--- src/rtl/timer_display_poller_if.sv ---
// Bus between the timer display poller (initiator) and the timer peripheral.
// master: drives bus_addr, bus_w_r and bus_config, and samples bus_rdata.
// slave:  samples the request and drives bus_rdata.
interface timer_display_poller_if;
    logic [31:0] bus_addr;
    logic        bus_w_r;
    logic [31:0] bus_config;
    logic [31:0] bus_rdata;

    modport master (
        output bus_addr,
        output bus_w_r,
        output bus_config,
        input  bus_rdata
    );

    modport slave (
        input  bus_addr,
        input  bus_w_r,
        input  bus_config,
        output bus_rdata
    );
endinterface

--- src/rtl/timer_display_poller.sv ---
// Timer display poller: turns start/stop buttons into timer config writes,
// polls the timer status word and shows mm.ss on a 4-digit 7-seg display.
// Ports: clk, rst (sync, active-high), start_btn, stop_btn,
//   bus (master modport: bus_addr, bus_w_r, bus_config out; bus_rdata in),
//   seconds_bcd, minutes_bcd, time_valid, seg (active-low, seg[7]=dp),
//   an (active-low digit enables), buzzer.
// Optional macro BEEP_PWM_EN: buzzer toggles every BEEP_DIV cycles while
//   beep is set; without it the buzzer follows the captured beep level.
module timer_display_poller #(
    parameter logic [31:0] TIMER_ADDR = 32'h0000_8000,
    parameter int          POLL_DIV   = 1000,
    parameter int          SCAN_DIV   = 100000,
    parameter int          BEEP_DIV   = 25000
) (
    input  logic                   clk,
    input  logic                   rst,
    input  logic                   start_btn,
    input  logic                   stop_btn,
    timer_display_poller_if.master bus,
    output logic [7:0]             seconds_bcd,
    output logic [7:0]             minutes_bcd,
    output logic                   time_valid,
    output logic [7:0]             seg,
    output logic [3:0]             an,
    output logic                   buzzer
);

    localparam int PW = $clog2(POLL_DIV + 1);
    localparam int SW = $clog2(SCAN_DIV + 1);

    localparam logic [2:0] IDLE    = 3'd0;
    localparam logic [2:0] WR_ADDR = 3'd1;
    localparam logic [2:0] WR_HOLD = 3'd2;
    localparam logic [2:0] RD_ADDR = 3'd3;
    localparam logic [2:0] RD_CAPT = 3'd4;

    localparam logic [6:0] DASH = 7'h3F;

    logic [2:0]    state;
    logic          start_q;
    logic          stop_q;
    logic          start_edge;
    logic          stop_edge;
    logic          pend_valid;
    logic          pend_start;
    logic          launch_wr;
    logic          launch_rd;
    logic          capture;
    logic [PW-1:0] poll_cnt;
    logic          poll_req;
    logic [SW-1:0] scan_cnt;
    logic [1:0]    idx;
    logic [6:0]    glyph;
    logic          beep;
    logic          unused_rdata;

    assign unused_rdata = ^bus.bus_rdata[14:0];

    assign start_edge = start_btn & ~start_q;
    assign stop_edge  = stop_btn & ~stop_q;
    assign launch_wr  = (state == IDLE) && pend_valid;
    assign launch_rd  = (state == IDLE) && !pend_valid && poll_req;
    assign capture    = (state == RD_CAPT);

    // Single command slot. The slot is released when the write launches,
    // so an edge landing in that same cycle (or later) is kept for a
    // following write instead of being lost.
    always_ff @(posedge clk) begin
        if (rst) begin
            start_q    <= 1'b0;
            stop_q     <= 1'b0;
            pend_valid <= 1'b0;
            pend_start <= 1'b0;
        end else begin
            start_q <= start_btn;
            stop_q  <= stop_btn;
            if (stop_edge) begin
                pend_valid <= 1'b1;
                pend_start <= 1'b0;
            end else if (start_edge) begin
                pend_valid <= 1'b1;
                pend_start <= 1'b1;
            end else if (launch_wr) begin
                pend_valid <= 1'b0;
            end
        end
    end

    always_ff @(posedge clk) begin
        if (rst) begin
            poll_cnt <= '0;
            poll_req <= 1'b0;
        end else begin
            if (poll_cnt == PW'(POLL_DIV - 1)) begin
                poll_cnt <= '0;
                poll_req <= 1'b1;
            end else begin
                poll_cnt <= poll_cnt + 1'b1;
                if (launch_rd) begin
                    poll_req <= 1'b0;
                end
            end
        end
    end

    // Bus outputs are loaded on entry to a transaction and dropped on exit,
    // which gives the two-cycle address hold the timer needs.
    always_ff @(posedge clk) begin
        if (rst) begin
            state          <= IDLE;
            bus.bus_addr   <= '0;
            bus.bus_w_r    <= 1'b1;
            bus.bus_config <= '0;
            seconds_bcd    <= '0;
            minutes_bcd    <= '0;
            time_valid     <= 1'b0;
            beep           <= 1'b0;
        end else begin
            case (state)
                IDLE: begin
                    if (pend_valid) begin
                        state          <= WR_ADDR;
                        bus.bus_addr   <= TIMER_ADDR;
                        bus.bus_w_r    <= 1'b0;
                        bus.bus_config <= {31'b0, pend_start};
                    end else if (poll_req) begin
                        state        <= RD_ADDR;
                        bus.bus_addr <= TIMER_ADDR;
                        bus.bus_w_r  <= 1'b1;
                    end
                end
                WR_ADDR: state <= WR_HOLD;
                WR_HOLD: begin
                    state        <= IDLE;
                    bus.bus_addr <= '0;
                    bus.bus_w_r  <= 1'b1;
                end
                RD_ADDR: state <= RD_CAPT;
                RD_CAPT: begin
                    state        <= IDLE;
                    bus.bus_addr <= '0;
                    seconds_bcd  <= bus.bus_rdata[31:24];
                    minutes_bcd  <= bus.bus_rdata[23:16];
                    beep         <= bus.bus_rdata[15];
                    time_valid   <= 1'b1;
                end
                default: begin
                    state        <= IDLE;
                    bus.bus_addr <= '0;
                    bus.bus_w_r  <= 1'b1;
                end
            endcase
        end
    end

    function automatic logic [6:0] font(input logic [3:0] d);
        case (d)
            4'd0:    return 7'h40;
            4'd1:    return 7'h79;
            4'd2:    return 7'h24;
            4'd3:    return 7'h30;
            4'd4:    return 7'h19;
            4'd5:    return 7'h12;
            4'd6:    return 7'h02;
            4'd7:    return 7'h78;
            4'd8:    return 7'h00;
            4'd9:    return 7'h10;
            default: return DASH;
        endcase
    endfunction

    // The timer encodes 50-59 with a tens nibble of 6.
    function automatic logic [6:0] tens_glyph(input logic [3:0] d);
        if (d <= 4'd4) begin
            return font(d);
        end else if (d == 4'd6) begin
            return font(4'd5);
        end
        return DASH;
    endfunction

    always_comb begin
        glyph = DASH;
        case (idx)
            2'd0: glyph = font(seconds_bcd[3:0]);
            2'd1: glyph = tens_glyph(seconds_bcd[7:4]);
            2'd2: glyph = font(minutes_bcd[3:0]);
            2'd3: glyph = tens_glyph(minutes_bcd[7:4]);
            default: glyph = DASH;
        endcase
    end

    always_ff @(posedge clk) begin
        if (rst) begin
            scan_cnt <= '0;
            idx      <= 2'd0;
            seg      <= 8'hFF;
            an       <= 4'hF;
        end else begin
            if (scan_cnt == SW'(SCAN_DIV - 1)) begin
                scan_cnt <= '0;
                idx      <= idx + 2'd1;
            end else begin
                scan_cnt <= scan_cnt + 1'b1;
            end
            an <= ~(4'b0001 << idx);
            if (time_valid) begin
                seg <= {(idx != 2'd2), glyph};
            end else begin
                seg <= 8'hBF;
            end
        end
    end

`ifdef BEEP_PWM_EN
    localparam int BW = $clog2(BEEP_DIV + 1);

    logic [BW-1:0] beep_cnt;

    always_ff @(posedge clk) begin
        if (rst) begin
            beep_cnt <= '0;
            buzzer   <= 1'b0;
        end else if (capture && bus.bus_rdata[15] && !beep) begin
            beep_cnt <= '0;
            buzzer   <= 1'b1;
        end else if ((capture && !bus.bus_rdata[15]) || (!capture && !beep)) begin
            beep_cnt <= '0;
            buzzer   <= 1'b0;
        end else if (beep_cnt == BW'(BEEP_DIV - 1)) begin
            beep_cnt <= '0;
            buzzer   <= ~buzzer;
        end else begin
            beep_cnt <= beep_cnt + 1'b1;
        end
    end
`else
    localparam int unused_beep_div = BEEP_DIV;

    logic unused_capture;

    assign unused_capture = capture;
    assign buzzer         = beep;
`endif

endmodule

--- src/flat_wrapper.sv ---
// flat-port wrapper written by rule: the top's interface ports become plain ports
module timer_display_poller_flat 
#(
    parameter logic [31:0] TIMER_ADDR = 32'h0000_8000,
    parameter int          POLL_DIV   = 1000,
    parameter int          SCAN_DIV   = 100000,
    parameter int          BEEP_DIV   = 25000
)
  (clk, rst, start_btn, stop_btn, seconds_bcd, minutes_bcd, time_valid, seg, an, buzzer, bus_bus_addr, bus_bus_w_r, bus_bus_config, bus_bus_rdata);
  timer_display_poller_if bus_i ();
  input  logic clk;
  input  logic rst;
  input  logic start_btn;
  input  logic stop_btn;
  output logic [7:0] seconds_bcd;
  output logic [7:0] minutes_bcd;
  output logic time_valid;
  output logic [7:0] seg;
  output logic [3:0] an;
  output logic buzzer;
  output wire logic [$bits(bus_i.bus_addr)-1:0] bus_bus_addr;
  output wire logic [$bits(bus_i.bus_w_r)-1:0] bus_bus_w_r;
  output wire logic [$bits(bus_i.bus_config)-1:0] bus_bus_config;
  input wire logic [$bits(bus_i.bus_rdata)-1:0] bus_bus_rdata;
  assign bus_bus_addr = bus_i.bus_addr;
  assign bus_bus_w_r = bus_i.bus_w_r;
  assign bus_bus_config = bus_i.bus_config;
  assign bus_i.bus_rdata = bus_bus_rdata;
  timer_display_poller #(.TIMER_ADDR(TIMER_ADDR), .POLL_DIV(POLL_DIV), .SCAN_DIV(SCAN_DIV), .BEEP_DIV(BEEP_DIV)) u_core (.clk(clk), .rst(rst), .start_btn(start_btn), .stop_btn(stop_btn), .bus(bus_i), .seconds_bcd(seconds_bcd), .minutes_bcd(minutes_bcd), .time_valid(time_valid), .seg(seg), .an(an), .buzzer(buzzer));
endmodule
--- config.mk ---
export PLATFORM = sky130hd
export DESIGN_NAME = timer_display_poller_flat
export DESIGN_NICKNAME = d
export VERILOG_FILES = /design/src/rtl/timer_display_poller_if.sv /design/src/rtl/timer_display_poller.sv /design/src/flat_wrapper.sv
export SDC_FILE = /design/constraint.sdc
export NUM_CORES = 1
export LEC_CHECK = 0
export ABC_AREA = 1
export BUFFER_PORTS_ARGS = -buffer_cell sky130_fd_sc_hd__buf_2
export CAP_MARGIN = 20
export CORE_MARGIN = 8
export CORE_UTILIZATION = 50
export CTS_BUF_LIST = sky130_fd_sc_hd__clkbuf_8
export DETAILED_ROUTE_END_ITERATION = 12
export HOLD_SLACK_MARGIN = 0.08
export MAX_ROUTING_LAYER = met4
export PLACE_DENSITY = 0.78
export SLEW_MARGIN = 5
export SYNTH_ARGS = -nofsm -noshare
export SYNTH_HDL_FRONTEND = slang
export SYNTH_SLANG_ARGS = --single-unit
--- constraint.sdc ---
create_clock -name clk -period 1.9 [get_ports clk]
set_clock_uncertainty 0.1 [all_clocks]
set_input_delay 0.095 -clock clk [delete_from_list [all_inputs] [get_ports clk]]
set_output_delay 0.095 -clock clk [all_outputs]
set_load 0.05 [all_outputs]
==> Word level (Yosys, flattened, before mapping) <==
Memory sizes are Yosys's and may differ from the RTL's. A register that Yosys moved wholly into a read port is not among the register bits.
Index checks and enable logic that the tools add are counted.
{ "totals": {"regBits": 101, "rom_bits": 448, "in_bits": 36, "mem_count": 4} }
{ "classes": {"n_mux": 36, "shifts": 1, "reduce_logical": 17, "order_cmp": 2, "n_addsub": 3, "bitwise_logic": 8, "n_eq_ne": 12} }
{ "memory_table": {"columns": ["memory", "depth", "width", "rd", "rd_ports_with_merged_regs", "write_ports", "line_no", "text"], "rows": [
  ["(name not given)", 16, 7, 1, 1, 0, "timer_display_poller.sv:157", "case (d)"],
  ["(name not given)", 16, 7, 1, 1, 0, "timer_display_poller.sv:157", null],
  ["(name not given)", 16, 7, 1, 1, 0, "timer_display_poller.sv:157", null],
  ["(name not given)", 16, 7, 1, 1, 0, "timer_display_poller.sv:157", null]
]} }
{ "ops": {"columns": ["op", "n"], "rows": [
  ["$mux W32", 2],
  ["$pmux W32 S2", 1],
  ["$mux W7", 7],
  ["$mux W4", 8],
  ["$pmux W7 S4", 1],
  ["$add A17 B1 Y17 const B", 1],
  ["$eq A17 B17 Y1 const B", 1],
  ["$mux W1", 13],
  ["$add A10 B1 Y10 const B", 1],
  ["$eq A10 B10 Y1 const B", 1],
  ["$reduce_or A2 Y1", 5],
  ["$pmux W3 S3", 1],
  ["$eq A4 B3 Y1 const B", 2],
  ["$le A4 B3 Y1 const B", 2],
  ["$mux W3", 2],
  ["$reduce_and A2 Y1", 3],
  ["$not A1 Y1", 5],
  ["$eq A2 B2 Y1 const B", 2],
  ["$not A4 Y4", 1],
  ["$shl A1 B2 Y4 const A", 1],
  ["$eq A3 B1 Y1 const B", 1],
  ["$eq A3 B2 Y1 const B", 1],
  ["$eq A3 B3 Y1 const B", 1],
  ["$logic_and A1 B1 Y1", 3],
  ["other kinds (12)", 13]
]} }

==> Depth between registers and ports, before layout <==
{ "logic_depth": {"ltp_word": 7, "mapped_depth": 11, "depth_no_buf": 11} }

==> Least setup slack after synthesis <==
OpenSTA, ideal clock, no wires.
{ "synth_path": {"path_kind": "reg2reg", "from": "register u_core.state[0]", "to": "register (tool-made name)", "setup_time_ns": 0.113, "path_buffers": 1, "arrival_time_ns": 1.632, "required_ns": 1.687, "slack_ns": 0.055, "stages_incl_launch_ff": 12, "cell_sequence": "dfxtp_1 nor2_8 nand2_8 buf_12 nand2_2 nand3_4 inv_1 ha_1 inv_1 nand4_1 nand3_1 nand2_1"} }
{ "synth_lines": {"columns": ["element", "line_no", "text"], "rows": [
  ["start: declaration", "timer_display_poller.sv:39", "logic [2:0] state;"],
  ["start signal: assignment", "timer_display_poller.sv:110", "state <= IDLE;"],
  ["start signal: assignment", "timer_display_poller.sv:122", "state <= WR_ADDR;"],
  ["start signal: assignment", "timer_display_poller.sv:127", "state <= RD_ADDR;"]
]} }

==> flow_summary.toml <==
[yosys]
synth_compound_area_share_pct = 5.79
synth_warnings = 0
ys_ff_latch = 98
synthArstFlopShare_pct = 0
dominantRegCellSynth = "dfxtp_1"
synth_top_cell_by_area = "dfxtp_1"
synth_fa_ha_area_share_pct = 6.30
synth_xor_area_share_pct = 0.980
syn-cell-area_sq_um = 5360
seq_area_frac_synth_pct = 36.6
synth_top_area_share_pct = 36.6
synthMuxAreaShare_pct = 0
synth_top_family_by_area = "simple AND/OR/NAND/NOR gates"
yosysUniqueCellTypes = 39
yosys.area_share.simple_pct = 32.7
synth_edf_count = 0
ys_top_cells_by_area = "dfxtp_1 37%, nand2_1 9.7%, buf_4 9.0%"
synth_cells = 686
avgSynthCellArea_sq_um = 7.81

[global_routing]
grt_first_pass_wirelength_mm = 17.9
antenna_found_initial = 0
grt_pass1_vias = 3791
grt_max_degree = 24
overflow = 0
grt.total_usage_pct = 15.6

[cts]
path_clk_slew_ns = 0.10
worstSkewPairLatency_ns = 0.36
cts_made_buffers = 9
cts_tree = "built"
post_cts_buffers = 0
cts_max_level = 3
cts_num_sinks = 98
cts-root-buf = "clkbuf_8"
clockBufferDepth = 2

[drt]
wl_per_cell_um = 11.7
wl_mm = 10.7
drc = 0
vias = 4093
ant_nets = 0
dr.pass1.iters = 4
via_per_inst = 4.48
drt_iter0_drc = 203

[placed_design]
post-dp-hpwl_mm = 8.20
port_buffers = 53
dp_cells = 884
place_area_sq_um = 5600
place_congestion = 0.850

[cells_and_area]
final_common_cell = "nand2_1"
area_growth_pct = 11.4
final_cell_mix = "139 x nand2_1, 96 x dfxtp_1, 88 x inv_1"
nets = 832
diodes = 0
drive_above_1_share_pct = 18.6
ff_latch_area_sq_um = 1960
final_cells = 913
stdcell_area_sq_um = 5970
fillers = 998
multi_input_area_sq_um = 2710

[critical_path]
end_kind = "flop"
reg2reg_from = "u_core.state[0]$_SDFFE_PP0P_"
required_ns = 2.06
critPathKind = "flop to flop"
start_kind = "flop"
cp.arrival_ns = 1.96
r2r_cells = 10
rrSetupSlack_ns = 0.10
crit_fanout = 12

[floorplan]
die_width_um = 120
dieArea_sq_um = 14300
die_h_um = 120
start_util_pct = 50.3
design.core.area_sq_um = 10700
num_io_pins = 131
fp-row-count = 38

[status]
outcome = "finished clean"

[sta]
min_period_ns = 1.80
setup_viol = 0
finalMaxSlewViolations = 0
min_period_over_period_pct = 94.5
hold_viol = 0
clock.fmax_mhz = 557
grt_setup_unrepaired = "true"

[pwr]
intPower_mw = 3.04
powerDensity_nw_per_um2 = 762
p_total_mw = 4.55
p_leak_nw = 3.06
comb_power_share_pct = 21.2
pwr-share-seq_pct = 48.6
p_clk_share_pct = 30.2
sw_frac_of_total_pct = 33.1
ir_drop_uv = 427
power.net_switching_mw = 1.51

[hold_path]
min_path_type = "primary input to flop"
min_to = "u_core.seconds_bcd[4]$_SDFFE_PP0N_"
hold_depth = 4
min_from = "bus_bus_rdata[28]"

[job]
cap_violations = 0
[Yosys cell counts, drive strengths merged, types with 2 or more instances]
| master | number |
|---|---|
| xor2 | 5 |
| nand2 | 162 |
| clkbuf | 3 |
| o21ai | 12 |
| or2 | 2 |
| a21oi | 25 |
| nor2 | 67 |
| inv | 98 |
| ha | 27 |
| nand3b | 16 |
| nand4 | 24 |
| o21bai | 2 |
| o211ai | 4 |
| buf | 70 |
| dfxtp | 98 |
| nor3 | 5 |
| nand3 | 58 |
[worst max-delay path, stage by stage, from the launching register on]
cell and delay [ns]:
dfxtp_2 0.36, nor2_8 0.14, nand2_8 0.07, buf_12 0.15, nand2_1 0.05, nand3_1 0.16
ha_1 0.33, inv_1 0.05, nand4_1 0.11, nand3_1 0.11, nand2_1 0.05
[cell type report]
type                            count  area share [%]
Multi-Input combinational cell    477            45.3
Sequential cell                    98            32.9
Timing Repair Buffer               84            9.14
Inverter                           99            6.37
Tap cell                          140            2.93
Clock buffer                       10            2.31
Clock inverter                      5            1.03
[power by group through the flow]
stage	sequential [mW]	clock, mW	combinational [mW]
floorplan	2.36	0	0.746
global placement	2.26	0	0.929
detailed placement	2.26	0	0.936
CTS	2.21	1.41	0.959
global route	2.23	1.50	1.04
finish	2.21	1.37	0.966
[stage by stage]
step	TNS [ns]	utilization (%)	hold WS, ns	setup WS (ns)
floorplan	0	-	0.0982	0.0549
global placement	0	52.6	0.231	0.0919
detailed placement	0	52.6	0.233	0.0491
CTS	0	55.6	0.0840	0.0128
global route	-0.00435	56.1	0.0815	-0.00435
finish	0	56.1	0.0860	0.104
[timing repair]
action | in CTS | in global routing
gates resized for setup | 0 | 7
setup endpoints to repair | 0 | 16
hold buffers | 12 | 2
hold endpoints to repair | 42 | 2
[metal layers]
| metal | vias up | global-route usage [%] | wire length (um) |
|---|---|---|---|
| met1 | 1783 | 18.9 | 4900 |
| met2 | 94 | 25.1 | 5080 |
| li1 | 2206 | - | - |
| met5 | - | - | 0 |
| met4 | 0 | 6.40 | 128 |
| met3 | 10 | 2.77 | 564 |
[cell families (layout without fill, tap and decap cells)]
logic type / Yosys count / after routing
and+or+nand+nor: 336 / 336
buffers and inverters: 172 / 198
DFF: 98 / 98
AOI/OAI and AO/OA: 46 / 46
adders and majority gates: 27 / 27
xor gates and xnor gates: 6 / 6
other: 1 / 62
[worst max-delay path by stage]
stage,cells after the start,startpoint,to,slack [ns]
6_report,10,u_core.state[0]$_SDFFE_PP0P_,flop,0.10
5_1_grt,10,u_core.state[0]$_SDFFE_PP0P_,flop,-0.004
4_1_cts,10,u_core.state[0]$_SDFFE_PP0P_,flop,0.01
3_5_place_dp,10,u_core.state[0]$_SDFFE_PP0P_,flop,0.05
3_3_place_gp,10,u_core.state[0]$_SDFFE_PP0P_,flop,0.09
2_1_floorplan,11,u_core.state[0]$_SDFFE_PP0P_,flop,0.05
Note: power is estimated with default switching activity, not from simulation.
